<file path="src/rtl/cpuf_pkg.sv">
// Shared CPU-side constants and the program-loader state encoding.
// RAM geometry is shared by the RAM, the MAR and the loader.
package cpuf_pkg;

    localparam int          RAM_AW      = 4;
    localparam int          RAM_DEPTH   = 2 ** RAM_AW;
    localparam logic [7:0]  HDR_DEFAULT = 8'hA5;

    typedef enum logic [2:0] {
        IDLE = 3'd0,
        LEN  = 3'd1,
        DATA = 3'd2,
        CSUM = 3'd3,
        DONE = 3'd4
    } state_t;

    // True while a frame is being received (the timeout only runs here).
    function automatic logic in_frame(state_t s);
        return (s == LEN) || (s == DATA) || (s == CSUM);
    endfunction

endpackage

</file>
<file path="src/rtl/prog_loader_if.sv">
// Host byte stream plus RAM write port of the program loader.
// Handshake: a byte transfers on a rising clk edge where in_valid && in_ready; mem_we is a one-cycle strobe.
interface prog_loader_if
    import cpuf_pkg::*;
#(
    parameter int AW = RAM_AW
);
    logic          in_valid;
    logic [7:0]    in_data;
    logic          in_ready;
    logic          mem_we;
    logic [AW-1:0] mem_addr;
    logic [7:0]    mem_wdata;

    modport master (
        output in_valid, in_data,
        input  in_ready, mem_we, mem_addr, mem_wdata
    );

    modport slave (
        input  in_valid, in_data,
        output in_ready, mem_we, mem_addr, mem_wdata
    );
endinterface

</file>
<file path="src/rtl/loader_timer.sv">
// Idle-gap down-counter: reloads on clear, counts while enabled,
// and pulses expire_o for the cycle in which the budget runs out.
module loader_timer #(
    parameter int TIMEOUT = 1000
) (
    input  logic clk,
    input  logic reset,
    input  logic clr_i,
    input  logic en_i,
    output logic expire_o
);
    localparam int          TW   = $clog2(TIMEOUT);
    localparam logic [TW-1:0] LOAD = TW'(TIMEOUT - 1);

    logic [TW-1:0] cnt_q, cnt_d;

    always_comb begin
        cnt_d = cnt_q;
        if (clr_i) begin
            cnt_d = LOAD;
        end else if (en_i && (cnt_q != '0)) begin
            cnt_d = cnt_q - 1'b1;
        end
    end

    always_ff @(posedge clk) begin
        if (reset) begin
            cnt_q <= LOAD;
        end else begin
            cnt_q <= cnt_d;
        end
    end

    // A clear in the same cycle (accepted byte) overrides the expiry.
    assign expire_o = en_i && !clr_i && (cnt_q == '0);

endmodule

</file>
<file path="src/rtl/prog_loader.sv">
// Frame receiver that writes payload bytes into the CPU RAM and holds the
// CPU in reset until a frame with a matching XOR checksum has been written.
module prog_loader
    import cpuf_pkg::*;
#(
    parameter int          DEPTH   = RAM_DEPTH,
    parameter int          AW      = RAM_AW,
    parameter logic [7:0]  HDR     = HDR_DEFAULT,
    parameter int          TIMEOUT = 1000
) (
    input  logic          clk,
    input  logic          reset,
    prog_loader_if.slave  bus,
    output logic          cpu_hold,
    output logic          load_done,
    output logic          load_err,
    output logic          busy,
    output state_t        dbg_state_o
);
    state_t        state_q, state_d;
    logic [AW:0]   len_q, len_d;
    logic [AW-1:0] cnt_q, cnt_d;
    logic [7:0]    xor_q, xor_d;
    logic          we_q, we_d;
    logic [AW-1:0] addr_q, addr_d;
    logic [7:0]    wdata_q, wdata_d;
    logic          done_q, done_d;
    logic          err_q, err_d;
    logic          hold_q, busy_q;
    logic          acc;
    logic          expire;

    // The loader never back-pressures, so every valid byte is accepted.
    assign acc = bus.in_valid;

    loader_timer #(
        .TIMEOUT (TIMEOUT)
    ) u_timer (
        .clk      (clk),
        .reset    (reset),
        .clr_i    (acc || !in_frame(state_q)),
        .en_i     (in_frame(state_q)),
        .expire_o (expire)
    );

    always_comb begin
        state_d = state_q;
        len_d   = len_q;
        cnt_d   = cnt_q;
        xor_d   = xor_q;
        we_d    = 1'b0;
        addr_d  = addr_q;
        wdata_d = wdata_q;
        done_d  = done_q;
        err_d   = err_q;
        case (state_q)
            IDLE, DONE: begin
                if (acc && (bus.in_data == HDR)) begin
                    state_d = LEN;
                    xor_d   = '0;
                    done_d  = 1'b0;
                    err_d   = 1'b0;
                end
            end
            LEN: begin
                if (acc) begin
                    if ((bus.in_data == 8'd0) || (bus.in_data > 8'(DEPTH))) begin
                        state_d = IDLE;
                        err_d   = 1'b1;
                    end else begin
                        len_d   = bus.in_data[AW:0];
                        cnt_d   = '0;
                        state_d = DATA;
                    end
                end else if (expire) begin
                    state_d = IDLE;
                    err_d   = 1'b1;
                end
            end
            DATA: begin
                if (acc) begin
                    we_d    = 1'b1;
                    addr_d  = cnt_q;
                    wdata_d = bus.in_data;
                    xor_d   = xor_q ^ bus.in_data;
                    cnt_d   = cnt_q + 1'b1;
                    if ({1'b0, cnt_q} == (len_q - 1'b1)) begin
                        state_d = CSUM;
                    end
                end else if (expire) begin
                    state_d = IDLE;
                    err_d   = 1'b1;
                end
            end
            CSUM: begin
                if (acc) begin
                    if (bus.in_data == xor_q) begin
                        state_d = DONE;
                        done_d  = 1'b1;
                    end else begin
                        state_d = IDLE;
                        err_d   = 1'b1;
                    end
                end else if (expire) begin
                    state_d = IDLE;
                    err_d   = 1'b1;
                end
            end
            default: begin
                state_d = IDLE;
            end
        endcase
    end

    // hold/busy are registered from the next state so they change together with it.
    always_ff @(posedge clk) begin
        if (reset) begin
            state_q <= IDLE;
            len_q   <= '0;
            cnt_q   <= '0;
            xor_q   <= '0;
            we_q    <= 1'b0;
            addr_q  <= '0;
            wdata_q <= '0;
            done_q  <= 1'b0;
            err_q   <= 1'b0;
            hold_q  <= 1'b1;
            busy_q  <= 1'b0;
        end else begin
            state_q <= state_d;
            len_q   <= len_d;
            cnt_q   <= cnt_d;
            xor_q   <= xor_d;
            we_q    <= we_d;
            addr_q  <= addr_d;
            wdata_q <= wdata_d;
            done_q  <= done_d;
            err_q   <= err_d;
            hold_q  <= (state_d != DONE);
            busy_q  <= in_frame(state_d);
        end
    end

    assign bus.in_ready  = 1'b1;
    assign bus.mem_we    = we_q;
    assign bus.mem_addr  = addr_q;
    assign bus.mem_wdata = wdata_q;
    assign cpu_hold      = hold_q;
    assign load_done     = done_q;
    assign load_err      = err_q;
    assign busy          = busy_q;
    assign dbg_state_o   = state_q;

endmodule

</file>
<file path="src/flat_wrapper.sv">
// flat-port wrapper written by rule: the top's interface ports become plain ports
module prog_loader_flat import cpuf_pkg::*;
#(
    parameter int          DEPTH   = RAM_DEPTH,
    parameter int          AW      = RAM_AW,
    parameter logic [7:0]  HDR     = HDR_DEFAULT,
    parameter int          TIMEOUT = 1000
)
  (clk, reset, cpu_hold, load_done, load_err, busy, dbg_state_o, bus_in_valid, bus_in_data, bus_in_ready, bus_mem_we, bus_mem_addr, bus_mem_wdata);
  prog_loader_if #(.AW(AW)) bus_i ();
  input  logic clk;
  input  logic reset;
  output logic cpu_hold;
  output logic load_done;
  output logic load_err;
  output logic busy;
  output state_t dbg_state_o;
  input wire logic [$bits(bus_i.in_valid)-1:0] bus_in_valid;
  input wire logic [$bits(bus_i.in_data)-1:0] bus_in_data;
  output wire logic [$bits(bus_i.in_ready)-1:0] bus_in_ready;
  output wire logic [$bits(bus_i.mem_we)-1:0] bus_mem_we;
  output wire logic [$bits(bus_i.mem_addr)-1:0] bus_mem_addr;
  output wire logic [$bits(bus_i.mem_wdata)-1:0] bus_mem_wdata;
  assign bus_i.in_valid = bus_in_valid;
  assign bus_i.in_data = bus_in_data;
  assign bus_in_ready = bus_i.in_ready;
  assign bus_mem_we = bus_i.mem_we;
  assign bus_mem_addr = bus_i.mem_addr;
  assign bus_mem_wdata = bus_i.mem_wdata;
  prog_loader #(.DEPTH(DEPTH), .AW(AW), .HDR(HDR), .TIMEOUT(TIMEOUT)) u_core (.clk(clk), .reset(reset), .bus(bus_i), .cpu_hold(cpu_hold), .load_done(load_done), .load_err(load_err), .busy(busy), .dbg_state_o(dbg_state_o));
endmodule
</file>
<file path="config.mk">
export PLATFORM = sky130hd
export DESIGN_NAME = prog_loader_flat
export DESIGN_NICKNAME = d
export VERILOG_FILES = /design/src/rtl/cpuf_pkg.sv /design/src/rtl/prog_loader_if.sv /design/src/rtl/loader_timer.sv /design/src/rtl/prog_loader.sv /design/src/flat_wrapper.sv
export SDC_FILE = /design/constraint.sdc
export NUM_CORES = 1
export LEC_CHECK = 0
export CAP_MARGIN = 15
export CORE_MARGIN = 1.5
export CORE_UTILIZATION = 58
export DETAILED_ROUTE_END_ITERATION = 6
export PLACE_DENSITY = 0.84
export SLEW_MARGIN = 30
export SYNTH_ARGS = -nofsm -noshare
export SYNTH_HDL_FRONTEND = slang
export SYNTH_SLANG_ARGS = --single-unit
</file>
<file path="constraint.sdc">
create_clock -name clk -period 2.9 [get_ports clk]
set_input_delay 0.29 -clock clk [delete_from_list [all_inputs] [get_ports clk]]
set_output_delay 0.29 -clock clk [all_outputs]
set_load 0.05 [all_outputs]
</file>
== Yosys cells after proc, flatten, opt, wreduce, memory -nomap -nowiden ==
Index checks and enable logic that the tools add are counted.

* Add/sub/neg operators: 3
* Order comparisons: 1
* Equal/unequal tests: 20
* Multiplexer cells: 28
* Bitwise operators: 3
* Reduce and logical (&&, ||, !) cells: 29

{| class="wikitable"
|+ Operator list
! operator !! number
|-
| 3-bit 2-to-1 mux || 7
|-
| 8-bit 2-to-1 mux || 2
|-
| 8-bit one-hot mux with 2 select lines || 1
|-
| 3-bit by 2-bit == test with 1-bit output (second input constant) || 4
|-
| 4-bit 2-to-1 mux || 3
|-
| 2-bit != test (second input constant) || 6
|-
| 3-bit one-hot mux with 4 select lines || 1
|-
| 10-bit logical NOT || 1
|-
| 1-bit 2-to-1 mux || 10
|-
| 10-bit nonzero test || 1
|-
| 10-bit by 1-bit subtractor with 10-bit output (second input constant) || 1
|-
| 3-bit != test (second input constant) || 3
|-
| 8-bit == test || 1
|-
| 8-bit == test (second input constant) || 1
|-
| 8-bit by 5-bit greater-than comparator with 1-bit output (second input constant) || 1
|-
| 8-bit logical NOT || 1
|-
| 4-bit one-hot mux with 2 select lines || 1
|-
| 4-bit AND reduction || 2
|-
| 8-bit bitwise XOR || 1
|-
| 3-bit by 1-bit == test with 1-bit output (second input constant) || 2
|-
| 1-bit logical OR || 6
|-
| 3-bit AND reduction || 2
|-
| 2-bit nonzero test || 3
|-
| 2-bit OR reduction || 3
|-
| 15 further kinds || 20
|}

* Register bits after elaboration: 47
* Input bits: 11
* Output and inout bits: 21
* Word-level logic and storage cells: 96

== Longest topological paths before layout ==
Gate-level depths: netlist of run 1.

* Depth in word-level cells: 14
* Depth in mapped cells: 8
* Gate-level depth less buffers: 7

== Cells and area by module ==
From an unflattened synthesis of run 1, not the netlist that was laid out.

* Cells, all modules: 284
* Area, all modules: 2364.8 µm²

{| class="wikitable"
|+ By module, submodules not included
! module !! instances !! cells each !! area an instance (µm²)
|-
| prog_loader || 1 || 211 || 1755.4
|-
| loader_timer || 1 || 73 || 609.3
|}

== Least setup slack after synthesis of run 1 ==
OpenSTA, ideal clock, no wires.

* Kind: flip-flop to flip-flop
* Start: register u_core.state_q[0] (netlist: u_core.dbg_state_o[0])
* End: register u_core.u_timer.cnt_q[1]
* Library setup time: 0.176 ns
* Arrival time: 1.859 ns
* Data required time: 2.724 ns
* Slack: 0.865 ns
* Cell stages (with the launch flop): 5
* Path buffers: 1
* Clock period less this slack: 2.035 ns
* Path through: dfxtp_1 -> clkbuf_1 -> nor2_1 -> nor4_1 -> o211ai_1

* Word-level cells in the longest chain between the ends: 6
* Elaborated cells on any way between the ends: 9
* Classes of those cells: eq/ne: 3; reduce/logical: 6

{| class="wikitable"
|+ RTL lines
! element !! line !! RTL
|-
| start, declared || prog_loader.sv:20 || <nowiki>state_t state_q, state_d;</nowiki>
|-
| start signal, assigned || prog_loader.sv:130 || <nowiki>state_q <= state_d;</nowiki>
|-
| 3-bit by 1-bit == test with 1-bit output / 3-bit by 2-bit == test with 1-bit output (equally long branches) || cpuf_pkg.sv:19 || <nowiki>return (s == LEN) || (s == DATA) || (s == CSUM);</nowiki>
|-
| 1-bit logical OR || cpuf_pkg.sv:19 ||
|-
| 1-bit logical OR * || cpuf_pkg.sv:19 ||
|-
| 1-bit logical NOT || prog_loader.sv:41 || <nowiki>.clr_i (acc || !in_frame(state_q)),</nowiki>
|-
| 1-bit logical OR || prog_loader.sv:41 ||
|-
| 2-bit OR reduction (no line) || -- ||
|-
| end signal, assigned || loader_timer.sv:30 || <nowiki>cnt_q <= cnt_d;</nowiki>
|-
| end, declared || loader_timer.sv:15 || <nowiki>logic [TW-1:0] cnt_q, cnt_d;</nowiki>
|}

Mark *: on every way between the ends. The rest lies on a longest branch, timed or not.
A chain may end at the register's enable or synchronous reset.

== Worst setup path after layout of run 1 ==
* Start: input bus_in_data[6]
* End: register u_core.xor_q[4]

* Word-level cells in the longest chain between the ends: 4

{| class="wikitable"
|+ RTL lines
! element !! line !! RTL
|-
| start, declared || flat_wrapper.sv:19 || <nowiki>input wire logic [$bits(bus_i.in_data)-1:0] bus_in_data;</nowiki>
|-
| 8-bit == test || prog_loader.sv:58 || <nowiki>if (acc && (bus.in_data == HDR)) begin</nowiki>
|-
| 1-bit logical AND || prog_loader.sv:58 ||
|-
| 2-bit by 1-bit != test with 1-bit output (no line) || -- ||
|-
| 3-bit AND reduction (no line) || -- ||
|-
| end signal, assigned || prog_loader.sv:133 || <nowiki>xor_q <= xor_d;</nowiki>
|-
| end, declared || prog_loader.sv:23 || <nowiki>logic [7:0] xor_q, xor_d;</nowiki>
|}

No other way between the ends.

==> impl_metrics.csv, run 1 <==
group,metric,value,unit
placed_design,dp_slack,0.413,ns
pwr,powerDensity,420,mW/mm2
cts,clkSinkCount,47,
cts,worstSkewPairLatency,0.29,ns
setup_path,slowest_stage,"or4b_1",
grt,gr-total-overflow,0,
sta,worst_slew_pin_slew,0.565,ns
finish,area_growth,19.8,%
pwr,max-vdd-ir-drop,0.000397,V
finish,drive_gt1_share,6.71,%
sta,relSlewSlack,62.2,%
status,outcome,"completed",
setup_path,critPathMaxStageDelay,0.54,ns
placed_design,io_buffers,30,
synthesis,seq_area_frac_synth,40.8,%
sta,min_period,2.17,ns
setup_path,critPathKind,"primary input to register",
sta,hold_viol,0,
route,vias,2055,
route,via_per_inst,5.69,
synthesis,syn_nets,300,
synthesis,synth-async-reset-ratio,0,%
synthesis,syn_avg_cell_area,8.10,um2
worst_hold_path,whs_path_depth,2,
route,drt_pass1_iterations,5,
cts,path_clk_slew,0.08,ns
sta,holdWs,0.459,ns
synthesis,syn_inst,285,
sta,finalWorstSetupSlack,0.729,ns
route,drc,0,
cts,cts_buffers,5,
synthesis,netlist_area,0.00231,mm2
sta,skew,0.00876,ns
route,drtAntennaViolNets,0,
floorplan,die_height,66.1,um
sta,tns,0,ns
cts,cts_root_buffer,"clkbuf_8",
grt,grt_use_total,25.1,%
floorplan,start_util,61.6,%
route,drt-initial-drc-count,200,
pwr,p_leak,0.956,nW
cts,htreeDepth,2,
synthesis,synth_edf_count,0,
grt,grt_pass1_wl,8440,um
setup_path,endpoint_kind,"register",
cts,postCtsHoldBufs,0,
worst_hold_path,min_from,"u_core.bus.mem_wdata[4]",
finish,n_antenna_cell,0,
synthesis,yosys_warnings,0,
sta,max_freq,0.461,GHz
floorplan,core_area,0.00374,mm2
setup_path,crit_chain,"clkdlybuf4s50_1, or4b_1, or3_4, o21a_1, a22oi_1, nor2_1",
route,wl_per_cell,14.2,um
finish,final_cell_area,0.00277,mm2
worst_hold_path,worstHoldPathType,"register to register",
sta,drv_slew,0,
grt,first_global_vias,1869,
finish,nets,328,
setup_path,cp_max_fo,8,
sta,setup_viol,0,
setup_path,cp-start-kind,"primary input",
finish,fin_util,73.9,%
setup_path,regToRegSetupSlack,0.87,ns
setup_path,required,3.07,ns
setup_path,r2r.worst_path.cells,7,
synthesis,synth_seq_cells,47,
placed_design,gp_congestion,0.854,
worst_hold_path,min_to,"u_core.bus.mem_wdata[4]",
cts,cts_buffer_depth,2,
run,maxCapViolCount,0,
setup_path,r2r-end,"u_core.u_timer.cnt_q[4]",
floorplan,row_count,22,
setup_path,arrival,2.34,ns
route,wl,5120,um
floorplan,die_area,0.00437,mm2
floorplan,die_x,66.1,um
setup_path,timing.rr.start,"u_core.u_timer.cnt_q[0]",
cts,ctsResizeCount,0,
synthesis,yosysUniqueCellTypes,46,
sta,finalCritPeriodShare,74.9,%
cts,cts_tree,"done",
cts,postCtsSetupBuffers,0,
grt,grt_max_degree,25,
synthesis,synth_ff_type,"dfxtp_1",
placed_design,place_area,0.00266,mm2
floorplan,num_io_pins,32,
grt,grt_antenna_before_repair,0,
sta,rsz0062_at_grt,"no",
placed_design,dpl.hpwl,3740,um
through the flow:
| stage | power, mW | instances |
|---|---|---|
| floorplan | 0.692 | 285 |
| global placement | 0.722 | 354 |
| detailed placement | 0.722 | 354 |
| CTS | 1.17 | 361 |
| global route | 1.20 | 361 |
| finish | 1.16 | 361 |
synthesized netlist by cell type (all sizes together) (4+ instances only):
cell,number,area (um2)
nand2,54,203
dfxtp,47,941
a21oi,21,105
nor2,21,78.8
clkbuf,16,60.1
xnor2,12,105
nand3,10,55.1
nor3,10,50.1
a22oi,8,60.1
inv,8,30.0
xor2,8,70.1
mux2i,7,70.1
o21ai,7,35.0
nand4,6,37.5
and2,5,31.3
ha,4,50.1
final cells by class:
type                       instances  area (um2)
multi-input combinational        212        1260
timing repair buffer              39         368
sequential                        47         941
fill                             309         978
tap                               48        60.1
clock buffer                       6        72.6
inverter                           8        30.0
clock inverter                     1        30.0
state kept, by name, indices dropped and copies added (netlist names):
register,count
u_core.xor_q,8
u_core.bus.mem_wdata,8
u_core.busy,1
u_core.dbg_state_o,3
u_core.load_err,1
u_core.bus.mem_addr,4
u_core.len_q,5
u_core.u_timer.cnt_q,10
u_core.load_done,1
u_core.cnt_q,4
u_core.bus.mem_we,1
u_core.cpu_hold,1
power by group:
| part | leakage (nW) | internal, mW | total [mW] | switching (mW) |
|---|---|---|---|---|
| combinational | 0.527 | 0.0269 | 0.0635 | 0.0367 |
| sequential | 0.379 | 0.645 | 0.645 | 0.000000109 |
| clock | 0.0513 | 0.253 | 0.453 | 0.200 |
worst max path at each step:
| stage | start | slack (ns) | endpoint |
|---|---|---|---|
| 6_report | bus_in_data[6] | 0.73 | u_core.xor_q[4] |
| 3_5_place_dp | bus_in_data[6] | 0.41 | u_core.xor_q[4] |
| 5_1_grt | bus_in_data[6] | 0.66 | u_core.xor_q[4] |
| 2_1_floorplan | u_core.dbg_state_o[0] | 0.86 | u_core.u_timer.cnt_q[1] |
| 3_3_place_gp | bus_in_data[6] | 0.49 | u_core.xor_q[5] |
| 4_1_cts | bus_in_data[6] | 0.74 | u_core.xor_q[4] |
layout by cell type (no fill, tap or decap), types with 3 or more instances in the layout:
| cell | instances |
|---|---|
| nor4_1 | 3 |
| a22oi_1 | 8 |
| xnor2_1 | 12 |
| clkbuf_8 | 5 |
| mux2i_1 | 7 |
| nor2_1 | 21 |
| nand3b_1 | 3 |
| nand3_1 | 9 |
| clkdlybuf4s50_1 | 30 |
| ha_1 | 4 |
| o21ai_0 | 6 |
| nor3_1 | 10 |
| dfxtp_1 | 47 |
| nand2_1 | 54 |
| a21oi_1 | 21 |
| buf_4 | 9 |
| inv_1 | 8 |
| and2_1 | 5 |
| nand4_1 | 6 |
| xor2_1 | 8 |
worst max-delay path: cells and delay by family:
| kind | cells | cell delay, ns |
|---|---|---|
| buf+inv | 1 | 0.51 |
| simple gates | 3 | 1.01 |
| compound gates | 2 | 0.53 |
logic make-up (layout without fill, tap and decap cells):
logic type / after synthesis / in the layout / synth area share, %
and+or+nand+nor: 132 / 132 / 28.4
AOI/OAI and AO/OA: 47 / 47 / 12.5
DFF: 47 / 47 / 40.8
buffers and inverters: 26 / 54 / 4.45
xor gates and xnor gates: 21 / 21 / 8.57
muxes: 7 / 7 / 3.04
adders and majority gates: 4 / 4 / 2.17
other: 1 / 1 / 0.163
metal layers:
layer / routed length, um / GRT usage [%] / vias up
met5: 0 / 0 / -
met4: 40 / 6.12 / 0
met3: 263 / 5.96 / 4
met2: 2510 / 42.0 / 53
met1: 2310 / 32.7 / 970
li1: - / - / 1028
Power figures use the tool's default switching activity.
==> inputs of run 2 (changes only) <==
Settings changed: CORE_UTILIZATION 58 to 54, PLACE_DENSITY 0.84 to 0.79.
Clock period 2.9 ns to 2.25 ns, I/O delays scaled along.
==> impl_metrics.csv, run 2 (synthesis results as in run 1) <==
group,metric,value,unit
pwr,max-vdd-ir-drop,0.000325,V
pwr,total_power,1.48,mW
grt,grt_pass1_wl,8600,um
placed_design,gp_congestion,0.850,
sta,finalWorstSetupSlack,0.168,ns
placed_design,dp.cells,363,
floorplan,start_util,56.9,%
finish,drive_gt1_share,9.03,%
sta,hold_viol,0,
sta,skew,0.00581,ns
setup_path,arrival,2.28,ns
floorplan,die_height,68.4,um
cts,ctsResizeCount,0,
cts,worstSkewPairLatency,0.30,ns
floorplan,row_count,23,
grt,met1_usage,32.5,%
finish,n_antenna_cell,0,
cts,path_clk_slew,0.08,ns
status,outcome,"completed",
finish,layout_commonest_cell,"nand2_1",
cts,clkSinkCount,47,
placed_design,place_area,0.00272,mm2
grt,top_usage_layer,"met2",
sta,relSlewSlack,64.7,%
grt,grt_use_met2,41.3,%
sta,setup_viol,0,
setup_path,critPathKind,"primary input to register",
cts,postCtsHoldBufs,0,
grt,grt_use_total,25.0,%
sta,drv_slew,0,
pwr,p_leak,0.990,nW
cts,postCtsSetupBuffers,0,
placed_design,dpl.hpwl,3940,um
route,wl_per_cell,14.3,um
finish,top_register,"u_core.u_timer.cnt_q",
worst_hold_path,worstHoldPathType,"register to register",
placed_design,io_buffers,30,
finish,final_cell_mix,"nand2_1 (54), dfxtp_1 (47), clkdlybuf4s50_1 (30)",
route,drt_pass1_iterations,4,
route,drt-initial-drc-count,106,
run,maxCapViolCount,0,
route,wl,5290,um
placed_design,dp_slack,-0.108,ns
sta,holdWs,0.461,ns
grt,grt_antenna_before_repair,0,
grt,grt_max_degree,21,
sta,max_freq,0.480,GHz
sta,min_period,2.08,ns
setup_path,endpoint_kind,"register",
setup_path,required,2.45,ns
grt,groute.layer.met3.usage,4.93,%
grt,gr-total-overflow,0,
route,drc,0,
sta,tns,0,ns
floorplan,num_io_pins,32,
route,vias,2102,
cts,cts_buffer_depth,2,
finish,final_cells,371,
cts,cts_root_buffer,"clkbuf_8",
cts,cts_tree,"done",
finish,fin_util,69.4,%
floorplan,die_area,0.00467,mm2
cts,cts_buffers,5,
route,via_per_inst,5.67,
finish,largest_reg_flops,10,
finish,final_cell_area,0.00282,mm2
finish,nets,335,
route,drtAntennaViolNets,0,
pwr,powerDensity,524,mW/mm2
sta,worst_slew_pin_slew,0.528,ns
floorplan,core_area,0.00406,mm2
finish,fillers,320,
setup_path,cp-start-kind,"primary input",
sta,finalCritPeriodShare,92.5,%
grt,first_global_vias,1828,
setup_path,cp_max_fo,8,
sta,rsz0062_at_grt,"no",
floorplan,die_x,68.4,um
cts,htreeDepth,2,
finish,area_growth,22.1,%
## run 2: changes by cell type in the layout (fill, tap and decap cells not counted)
| cell | previous run | this run |
|---|---|---|
| buf_4 | 9 | 16 |
| clkbuf_8 | 5 | 7 |
| bufinv_16 | 1 | 0 |
## run 2: worst max-delay path, stage by stage
cell and delay (ns):
clkdlybuf4s50_1 0.48, or4b_1 0.56, or3_4 0.42, o21a_1 0.29
a22oi_1 0.24, nor2_1 0.07
## run 2: final cells by class
type	instances	area (um2)	area share, %
repair buffers	46	420	14.9
clock buffers	8	100	3.55
multi-input cells	212	1260	44.8
flip-flops and latches	47	941	33.4
well taps	50	62.6	2.22
inverters	8	30.0	1.07
## run 2: worst paths after layout
check	cells past startpoint	end	slack, ns	from
setup / recovery	6	u_core.xor_q[4]	0.17	bus_in_data[1]
hold / removal	2	u_core.bus.mem_addr[3]	0.46	u_core.bus.mem_addr[3]
setup reg to reg	7	u_core.u_timer.cnt_q[4]	0.25	u_core.u_timer.cnt_q[0]
hold reg to reg	2	u_core.bus.mem_addr[3]	0.46	u_core.bus.mem_addr[3]
## run 2: power by group
part,internal (mW),switching (mW)
sequential,0.831,0.000000138
clock,0.281,0.275
combinational,0.0404,0.0487
## run 2: metal layers
metal / share of wire, % / vias up
met4: 1.2 / 0
met2: 49 / 52
met3: 5.1 / 5
met1: 44 / 997
met5: 0 / -
li1: - / 1048
